==> src/rtl/pwm_pkg.sv <==
// pwm_pkg: shared ramp-controller state encoding and default pwm widths
package pwm_pkg;
    typedef enum logic [1:0] {IDLE = 2'd0, RAMP = 2'd1, DONE = 2'd2} ramp_state_t;
    localparam int R_DEF          = 8;
    localparam int TIMER_BITS_DEF = 15;
    localparam int HOLD_BITS_DEF  = 16;
endpackage

==> src/rtl/pwm_ramp_step.sv <==
// pwm_ramp_step: one saturating step of a duty value toward its target
module pwm_ramp_step #(
    parameter int R = 8
) (
    input  logic [R-1:0] duty,
    input  logic [R-1:0] target,
    input  logic [R-1:0] step,
    output logic [R-1:0] next_duty,
    output logic         reached
);
    logic         up;
    logic [R-1:0] diff;
    // step only while it stays short of the target, so no overshoot or wrap
    always_comb begin
        up        = target > duty;
        diff      = up ? target - duty : duty - target;
        reached   = (step == '0) || (step >= diff);
        next_duty = reached ? target : (up ? duty + step : duty - step);
    end
endmodule

==> src/rtl/pwm_ramp_ctrl.sv <==
// pwm_ramp_ctrl: command-driven duty ramp sequencer for one pwm instance
module pwm_ramp_ctrl import pwm_pkg::*; #(
    parameter int R          = R_DEF,
    parameter int TIMER_BITS = TIMER_BITS_DEF,
    parameter int HOLD_BITS  = HOLD_BITS_DEF
) (
    input  logic                  clk_in,
    input  logic                  rst,
    input  logic                  cmd_valid,
    output logic                  cmd_ready,
    input  logic [R-1:0]          cmd_target,
    input  logic [R-1:0]          cmd_step,
    input  logic [HOLD_BITS-1:0]  cmd_hold,
    input  logic [TIMER_BITS-1:0] cmd_period,
    input  logic                  abort,
    output logic [R-1:0]          duty_cycle,
    output logic [TIMER_BITS-1:0] final_value,
    output logic                  busy,
    output logic                  done,
    output logic                  aborted
);
    ramp_state_t           state, state_n;
    logic                  rdy_q;
    logic [R-1:0]          duty_n, target_q, target_n, step_q, step_n, next_duty;
    logic [HOLD_BITS-1:0]  hold_q, hold_n, hold_cnt, hold_cnt_n;
    logic [TIMER_BITS-1:0] final_n;
    logic                  busy_n, done_n, aborted_n, reached;

    // rdy_q keeps cmd_ready low through reset and its first clock out of it
    assign cmd_ready = (state == IDLE) && rdy_q;

    pwm_ramp_step #(.R(R)) u_step (
        .duty      (duty_cycle),
        .target    (target_q),
        .step      (step_q),
        .next_duty (next_duty),
        .reached   (reached)
    );

    // next-state and next-output decode; abort beats a due step
    always_comb begin
        state_n    = state;
        duty_n     = duty_cycle;
        target_n   = target_q;
        step_n     = step_q;
        hold_n     = hold_q;
        hold_cnt_n = hold_cnt;
        final_n    = final_value;
        aborted_n  = 1'b0;
        if (state == IDLE && cmd_valid && cmd_ready) begin
            target_n   = cmd_target;
            step_n     = cmd_step;
            hold_n     = cmd_hold;
            hold_cnt_n = cmd_hold;
            final_n    = cmd_period;
            state_n    = (cmd_target == duty_cycle) ? DONE : RAMP;
        end else if (state == RAMP) begin
            if (abort) begin
                state_n   = IDLE;
                aborted_n = 1'b1;
            end else if (hold_cnt != '0) begin
                hold_cnt_n = hold_cnt - HOLD_BITS'(1);
            end else begin
                duty_n     = next_duty;
                hold_cnt_n = hold_q;
                state_n    = reached ? DONE : RAMP;
            end
        end else if (state != IDLE) begin
            state_n = IDLE;
        end
        busy_n = state_n != IDLE;
        done_n = state_n == DONE;
    end

    // state and registered outputs
    always_ff @(posedge clk_in or posedge rst) begin
        if (rst) begin
            state       <= IDLE;
            rdy_q       <= 1'b0;
            duty_cycle  <= '0;
            final_value <= '0;
            target_q    <= '0;
            step_q      <= '0;
            hold_q      <= '0;
            hold_cnt    <= '0;
            busy        <= 1'b0;
            done        <= 1'b0;
            aborted     <= 1'b0;
        end else begin
            state       <= state_n;
            rdy_q       <= 1'b1;
            duty_cycle  <= duty_n;
            final_value <= final_n;
            target_q    <= target_n;
            step_q      <= step_n;
            hold_q      <= hold_n;
            hold_cnt    <= hold_cnt_n;
            busy        <= busy_n;
            done        <= done_n;
            aborted     <= aborted_n;
        end
    end
endmodule

==> config.mk <==
export PLATFORM = sky130hd
export DESIGN_NAME = pwm_ramp_ctrl
export DESIGN_NICKNAME = d
export VERILOG_FILES = /design/src/rtl/pwm_pkg.sv /design/src/rtl/pwm_ramp_step.sv /design/src/rtl/pwm_ramp_ctrl.sv
export SDC_FILE = /design/constraint.sdc
export NUM_CORES = 1
export LEC_CHECK = 0
export ABC_CLOCK_PERIOD_IN_PS = 7930
export BUFFER_PORTS_ARGS = -buffer_cell sky130_fd_sc_hd__buf_2
export CAP_MARGIN = 10
export CORE_MARGIN = 3
export CORE_UTILIZATION = 30
export DETAILED_ROUTE_END_ITERATION = 16
export SYNTH_ARGS = -nofsm -noshare
export SYNTH_HDL_FRONTEND = slang
export SYNTH_SLANG_ARGS = --single-unit
==> constraint.sdc <==
create_clock -name clk_in -period 7.93 [get_ports clk_in]
set_input_delay 0.793 -clock clk_in [delete_from_list [all_inputs] [get_ports clk_in]]
set_output_delay 0.793 -clock clk_in [all_outputs]
set_load 0.03 [all_outputs]
==> qor.yml, run 1 <==
worst_slew_pin_slew_ps: 1000
min_path_cells: 2
layout.cells.non_filler: 837
drv_cap: 0
clk_latency_ps: 350
pwr-share-seq_pct: 34.6
setup_ws_ps: 3770
post_cts_buffers: 0
clock-sinks: 77
finalWirelength_mm: 11.7
finalInstanceArea_um2: 5630
r2r_cells: 16
cts-buffers-inserted: 9
clock-root-buffer: "clkbuf_16"
gp_congestion: 0.832
fin_tns_setup_ps: 0
dp_hpwl_mm: 8.41
drive_gt1_share_pct: 18.2
layout_common_cells: "nand2_1, dfrtp_1, buf_2"
status: "complete, no violations"
internal_power_w: 0.000967
worst-r2r-setup-slack_ps: 3770
synth_top_area_cell: "dfrtp_1"
syn_nets: 635
worstPathMaxFanout: 16
ys_ff_latch: 77
dr_total_vias: 3934
combPwrFrac_pct: 35.0
die_w_um: 131
end_kind: "flop"
fin_crit_ps: 4160
ys_seq_area_share_pct: 40.9
async_reset_ff_share_pct: 100
die_height_um: 131
grt_pass1_wl_mm: 19.4
synth_cells: 549
grt_max_degree: 78
final_nets: 707
drc: 0
skew_ps: 10.5
power_density_nw_per_um2: 270
required_ps: 8150
syn_area_um2: 4710
cts_max_level: 3
drt_iter0_markers: 202
cts.clk_slew.worst_paths_ps: 60
avgRoutedWirePerCell_um: 13.9
synth-edff-count: 0
ctsResizeCount: 0
start_util_pct: 30.9
max_freq_ghz: 0.240
sw_frac_of_total_pct: 36.3
syn-mean-instance-area_um2: 8.58
hp-start: "final_value[3]$_DFFE_PP0P_"
min_period_over_period_pct: 52.5
cts_hold_buf: 0
r2r-start: "duty_cycle[5]$_DFFE_PP0P_"
io_buffers: 77
arrival_ps: 4380
max-slew-margin-rel_pct: 33.2
grt_usage_pct: 13.9
worst_setup_path_start_kind: "flop"
area_growth_pct: 19.5
final_common_cell: "nand2_1"
die-area_um2: 17200
pwr-share-clk_pct: 30.3
hold_viol_final: 0
drt_first_pass_iters: 4
vias_per_cell: 4.70
clk_path_buf_depth: 2
finalSetupViolCount: 0
io_pins: 78
post-place-cells: 821
criticalPathCategory: "reg2reg"
rsz0062_at_grt: "false"
hold_class: "reg2reg"
yosysWarnings: 0
grt_pass1_vias: 3736
leakage_nw: 2.76
coreArea_um2: 15300
dpl_cell_area_um2: 5300
antenna_cells: 0
cp-startpoint: "duty_cycle[5]$_DFFE_PP0P_"
dp_slack_ps: 3770
fp-row-count: 45
drv_slew: 0
yosysUniqueCellTypes: 56
yosysTopAreaCellShare_pct: 40.9
cts_tree: "yes"
drt.antenna.violating_nets: 0
grt.overflow.total: 0
synth.area.top_cells: "dfrtp_1, nand2_1, ha_1"
power.switching_w: 0.000552
ir_worst_vdd_uv: 124
antenna_found_initial: 0
ys.flop_type: "dfrtp_1"
==> power groups by stage <==
stage	combinational, W	sequential [W]	clock [W]
after floorplan	0.000384	0.000551	0
after global placement	0.000533	0.000532	0
after detailed placement	0.000536	0.000533	0
after CTS	0.000538	0.000526	0.000475
after global routing	0.000605	0.000537	0.000493
final	0.000532	0.000526	0.000461
==> registers in the layout, summed over array words and instances (netlist names) <==
| name | flops |
|---|---|
| aborted | 1 |
| busy | 1 |
| done | 1 |
| duty_cycle | 8 |
| final_value | 15 |
| hold_cnt | 16 |
| hold_q | 16 |
| rdy_q | 1 |
| state | 2 |
| step_q | 8 |
| target_q | 8 |
==> per-layer routing <==
| metal | vias to the layer above | global-route usage, % | wire length, um |
|---|---|---|---|
| met3 | 11 | 3.75 | 388 |
| met1 | 1856 | 18.1 | 5540 |
| met4 | 0 | 3.73 | 132 |
| met2 | 56 | 22.8 | 5590 |
| li1 | 2011 | - | - |
| met5 | - | 0 | 0 |
==> kinds of logic (layout without fill, tap and decap cells) <==
group	after synthesis	after routing	share of synthesized area, %
AND/OR/NAND/NOR	241	241	23.1
buffers and inverters	50	127	4.38
XOR/XNOR	27	27	5.02
flip-flops	77	77	40.9
multiplexers	12	12	2.60
other	1	1	0.0796
adder cells (fa/ha/maj)	35	35	9.77
AO/OA/AOI/OAI	106	106	14.1
==> worst paths after layout <==
| kind | to |
|---|---|
| min in group asynchronous | final_value[0]$_DFFE_PP0P_ |
| worst min-delay path | final_value[3]$_DFFE_PP0P_ |
| worst max register to register | done$_DFF_PP0_ |
| max in group asynchronous | target_q[0]$_DFFE_PP0P_ |
| worst min register to register | final_value[3]$_DFFE_PP0P_ |
| worst max-delay path | done$_DFF_PP0_ |
==> per-stage QoR <==
| stage | total power, W | hold WS, ps | util [%] |
|---|---|---|---|
| after CTS | 0.00154 | 472 | 36.9 |
| after detailed placement | 0.00107 | 456 | 34.7 |
| after floorplan | 0.000935 | 440 | - |
| final | 0.00152 | 468 | 36.9 |
| after global placement | 0.00106 | 453 | 34.7 |
| after global routing | 0.00163 | 496 | 36.9 |
==> area by class of cell <==
cell class | count | area (um^2)
repair buffers | 81 | 415
clock buffers | 9 | 225
fillers | 1614 | 9630
inverters | 30 | 114
flip-flops and latches | 77 | 1930
clock inverters | 7 | 105
well taps | 211 | 264
multi-input cells | 422 | 2580
==> cell usage after synthesis (all sizes together), types with 3 or more instances <==
library cell,n
inv,30
nor4,6
ha,32
a31oi,4
a211oi,5
nand2b,4
xnor2,16
o41ai,4
nor3b,4
a21o,4
nand2,147
nor2b,3
mux2i,10
nand3b,4
and2,4
nand3,9
nor3,16
o21ai,32
xor2,11
buf,8
nor2,35
clkbuf,12
o211ai,4
dfrtp,77
fa,3
a21oi,36
nand4,4
==> worst max-delay path, cell delays in order, from the launching register on <==
cell	delay [ps]
dfrtp_1	440
inv_1	90
ha_1	390
a211oi_1	280
o21bai_1	180
o21ai_4	490
mux2_1	370
a21oi_1	170
mux2i_1	190
o21ai_1	80
ha_1	270
inv_1	50
nor3_1	220
a211oi_2	100
buf_4	210
nand2b_1	190
o41ai_1	310
Power figures use the tool's default switching activity.
==> run 2, diff against run 1 <==
--- a/config.mk
+++ b/config.mk
@@ -5,7 +5,7 @@
 export SDC_FILE = /design/constraint.sdc
 export NUM_CORES = 1
 export LEC_CHECK = 0
-export ABC_CLOCK_PERIOD_IN_PS = 7930
+export ABC_CLOCK_PERIOD_IN_PS = 3400
 export BUFFER_PORTS_ARGS = -buffer_cell sky130_fd_sc_hd__buf_2
 export CAP_MARGIN = 10
 export CORE_MARGIN = 3
==> constraint.sdc (replaced) <==
create_clock -name clk_in -period 3.4 [get_ports clk_in]
set_input_delay 0.34 -clock clk_in [delete_from_list [all_inputs] [get_ports clk_in]]
set_output_delay 0.34 -clock clk_in [all_outputs]
set_load 0.03 [all_outputs]
==> run 2 against run 1 <==
Flip-flop and latch count is the same. First-iteration DRC count is 30% higher. Worst hold slack worse by 280 ps. Critical path depth is 1 higher. Via count increased by 9.4%. Clock power up 97%. Fmax rose by 8.0%. Final cell count is 6.2% higher. The run now ends with negative setup slack left.
==> qor.yml, run 2 (synthesized netlist as in run 1, its figures left out) <==
status: "complete, but fails checks"  # was complete, no violations
violations: "negative setup slack"
setup_ws_ps: -454  # was 3770 ps
ir_worst_vdd_uv: 283  # was 124 uV
arrival_ps: 4080  # was 4380 ps
cts.clk_slew.worst_paths_ps: 60  # about the same
start_util_pct: 30.9  # unchanged
final_common_cell: "nand2_1"  # unchanged
required_ps: 3620  # was 8150 ps
drc: 0  # unchanged
final_nets: 759  # was 707
clock-root-buffer: "clkbuf_16"  # unchanged
clk_path_buf_depth: 2  # unchanged
drt_first_pass_iters: 4  # unchanged
finalWirelength_mm: 13.6  # was 11.7 mm
area_growth_pct: 30.3  # was 19.5%
die_height_um: 131  # unchanged
power_density_nw_per_um2: 615  # was 270 nW/um^2
grt_max_degree: 36  # was 78
drt.antenna.violating_nets: 0  # unchanged
antenna_cells: 0  # unchanged
post-place-cells: 860  # was 821
min_period_over_period_pct: 113  # was 52.5%
drive_gt1_share_pct: 29.9  # was 18.2%
io_pins: 78  # unchanged
drv_slew: 0  # unchanged
clock-sinks: 77  # unchanged
criticalPathCategory: "reg2reg"  # unchanged
rsz0062_at_grt: "true"  # was false
dr_total_vias: 4303  # was 3934
drv_cap: 0  # unchanged
reg_top3: "hold_cnt (16), hold_q (16), final_value (15)"  # unchanged
worst_setup_path_start_kind: "flop"  # unchanged
dp_hpwl_mm: 10.1  # was 8.41 mm
io_buffers: 77  # unchanged
die-area_um2: 17200  # unchanged
die_w_um: 131  # unchanged
leakage_nw: 3.00  # was 2.76 nW
hold_viol_final: 0  # unchanged
max-slew-margin-rel_pct: 38.9  # was 33.2%
cts_max_level: 3  # unchanged
worstPathMaxFanout: 5  # was 16
grt_pass1_wl_mm: 22.8  # was 19.4 mm
max_freq_ghz: 0.259  # was 0.240 GHz
layout.cells.non_filler: 889  # was 837
end_kind: "flop"  # unchanged
finalSetupViolCount: 11  # was 0
drt_iter0_markers: 262  # was 202
antenna_found_initial: 0  # unchanged
cts_tree: "yes"  # unchanged
fp-row-count: 45  # unchanged
fill_cells: 1569  # was 1614
layout_common_cells: "nand2_1, buf_2, dfrtp_1"  # was nand2_1, dfrtp_1, buf_2
skew_ps: 11.5  # was 10.5 ps
grt_pass1_vias: 4564  # was 3736
clk_latency_ps: 350  # about the same
worst_slew_pin_slew_ps: 908  # was 1000 ps
grt_usage_pct: 16.2  # was 13.9%
gp_congestion: 0.897  # was 0.832
dp_slack_ps: -484  # was 3770 ps
avgRoutedWirePerCell_um: 15.3  # was 13.9 um
fin_crit_ps: 3850  # was 4160 ps
vias_per_cell: 4.84  # was 4.70
coreArea_um2: 15300  # unchanged
cts-buffers-inserted: 9  # unchanged
hold_class: "in2reg"  # was reg2reg
grt.overflow.total: 0  # unchanged
run 2: cell types whose count changed in the layout (fill, tap and decap cells not counted), sizes merged:
cell,before,now
bufinv,2,0
clkinvlp,0,1
dlygate4sd3,0,1
buf,81,132
clkinv,3,4
run 2: final cells by class:
cell class              instances  area [um^2]  share of cell area, %
clock buffers                   9          225                   3.67
repair buffers                133          812                   13.2
clock inverters                 7         48.8                  0.795
well taps                     211          264                   4.30
flip-flops and latches         77         1940                   31.5
inverters                      30          113                   1.83
multi-input cells             422         2740                   44.6
run 2: routing by layer:
| metal | track usage [%] | share of wire (%) |
|---|---|---|
| met4 | 5.08 | 1.4 |
| met5 | 0 | 0 |
| met1 | 19.3 | 44 |
| met2 | 28.4 | 51 |
| met3 | 4.59 | 4.3 |
run 2: worst paths after layout:
check | startpoint | slack (ps) | endpoint | cells after the start
max reg2reg | target_q[7]$_DFFE_PP0P_ | -450 | duty_cycle[0]$_DFFE_PP0P_ | 17
max | target_q[7]$_DFFE_PP0P_ | -450 | duty_cycle[0]$_DFFE_PP0P_ | 17
min reg2reg | final_value[7]$_DFFE_PP0P_ | 470 | final_value[7]$_DFFE_PP0P_ | 2
min | cmd_period[12] | 190 | final_value[12]$_DFFE_PP0P_ | 3
min in group asynchronous | rst | 490 | final_value[0]$_DFFE_PP0P_ | 3
max in group asynchronous | rst | 2100 | duty_cycle[4]$_DFFE_PP0P_ | 4
run 2: report_power, final:
part,switching [W],total [W],internal (W)
clock network,0.000411,0.000908,0.000497
logic,0.000868,0.00163,0.000763
registers,0.000159,0.00123,0.00107
run 2: what timing repair did:
| item | in CTS | in global routing |
|---|---|---|
| hold endpoints to repair | 12 | 0 |
| setup buffers | 8 | 6 |
| cloned | 1 | 0 |
| endpoints found under the setup margin | 11 | 11 |
| hold buffers | 1 | 0 |
| resized for setup | 20 | 6 |
| pin swaps | 15 | 2 |
run 2: worst max-delay path: stages (launching register included):
cell and delay [ps]:
dfrtp_1 400, ha_4 290, nand4_1 150, or4_4 480, o21ai_4 120, mux2i_2 270, o21ai_1 90, a21oi_1 180
xor2_1 190, ha_1 270, a21o_1 170, a21oi_2 140, o32ai_2 100, a211oi_2 230, buf_4 210, buf_4 120
a21oi_2 50, mux2_4 270
run 2: through the flow:
stage	utilization [%]	cell area, um^2	total power [W]	TNS [ps]	hold WS [ps]
2_1_floorplan	-	4800	0.00221	-3310	435
3_3_place_gp	37.1	5660	0.00263	-2770	295
3_5_place_dp	37.1	5660	0.00267	-4250	313
4_1_cts	39.9	6090	0.00373	-3060	176
5_1_grt	40.2	6140	0.00404	-5570	190
6_report	40.2	6140	0.00377	-3790	189
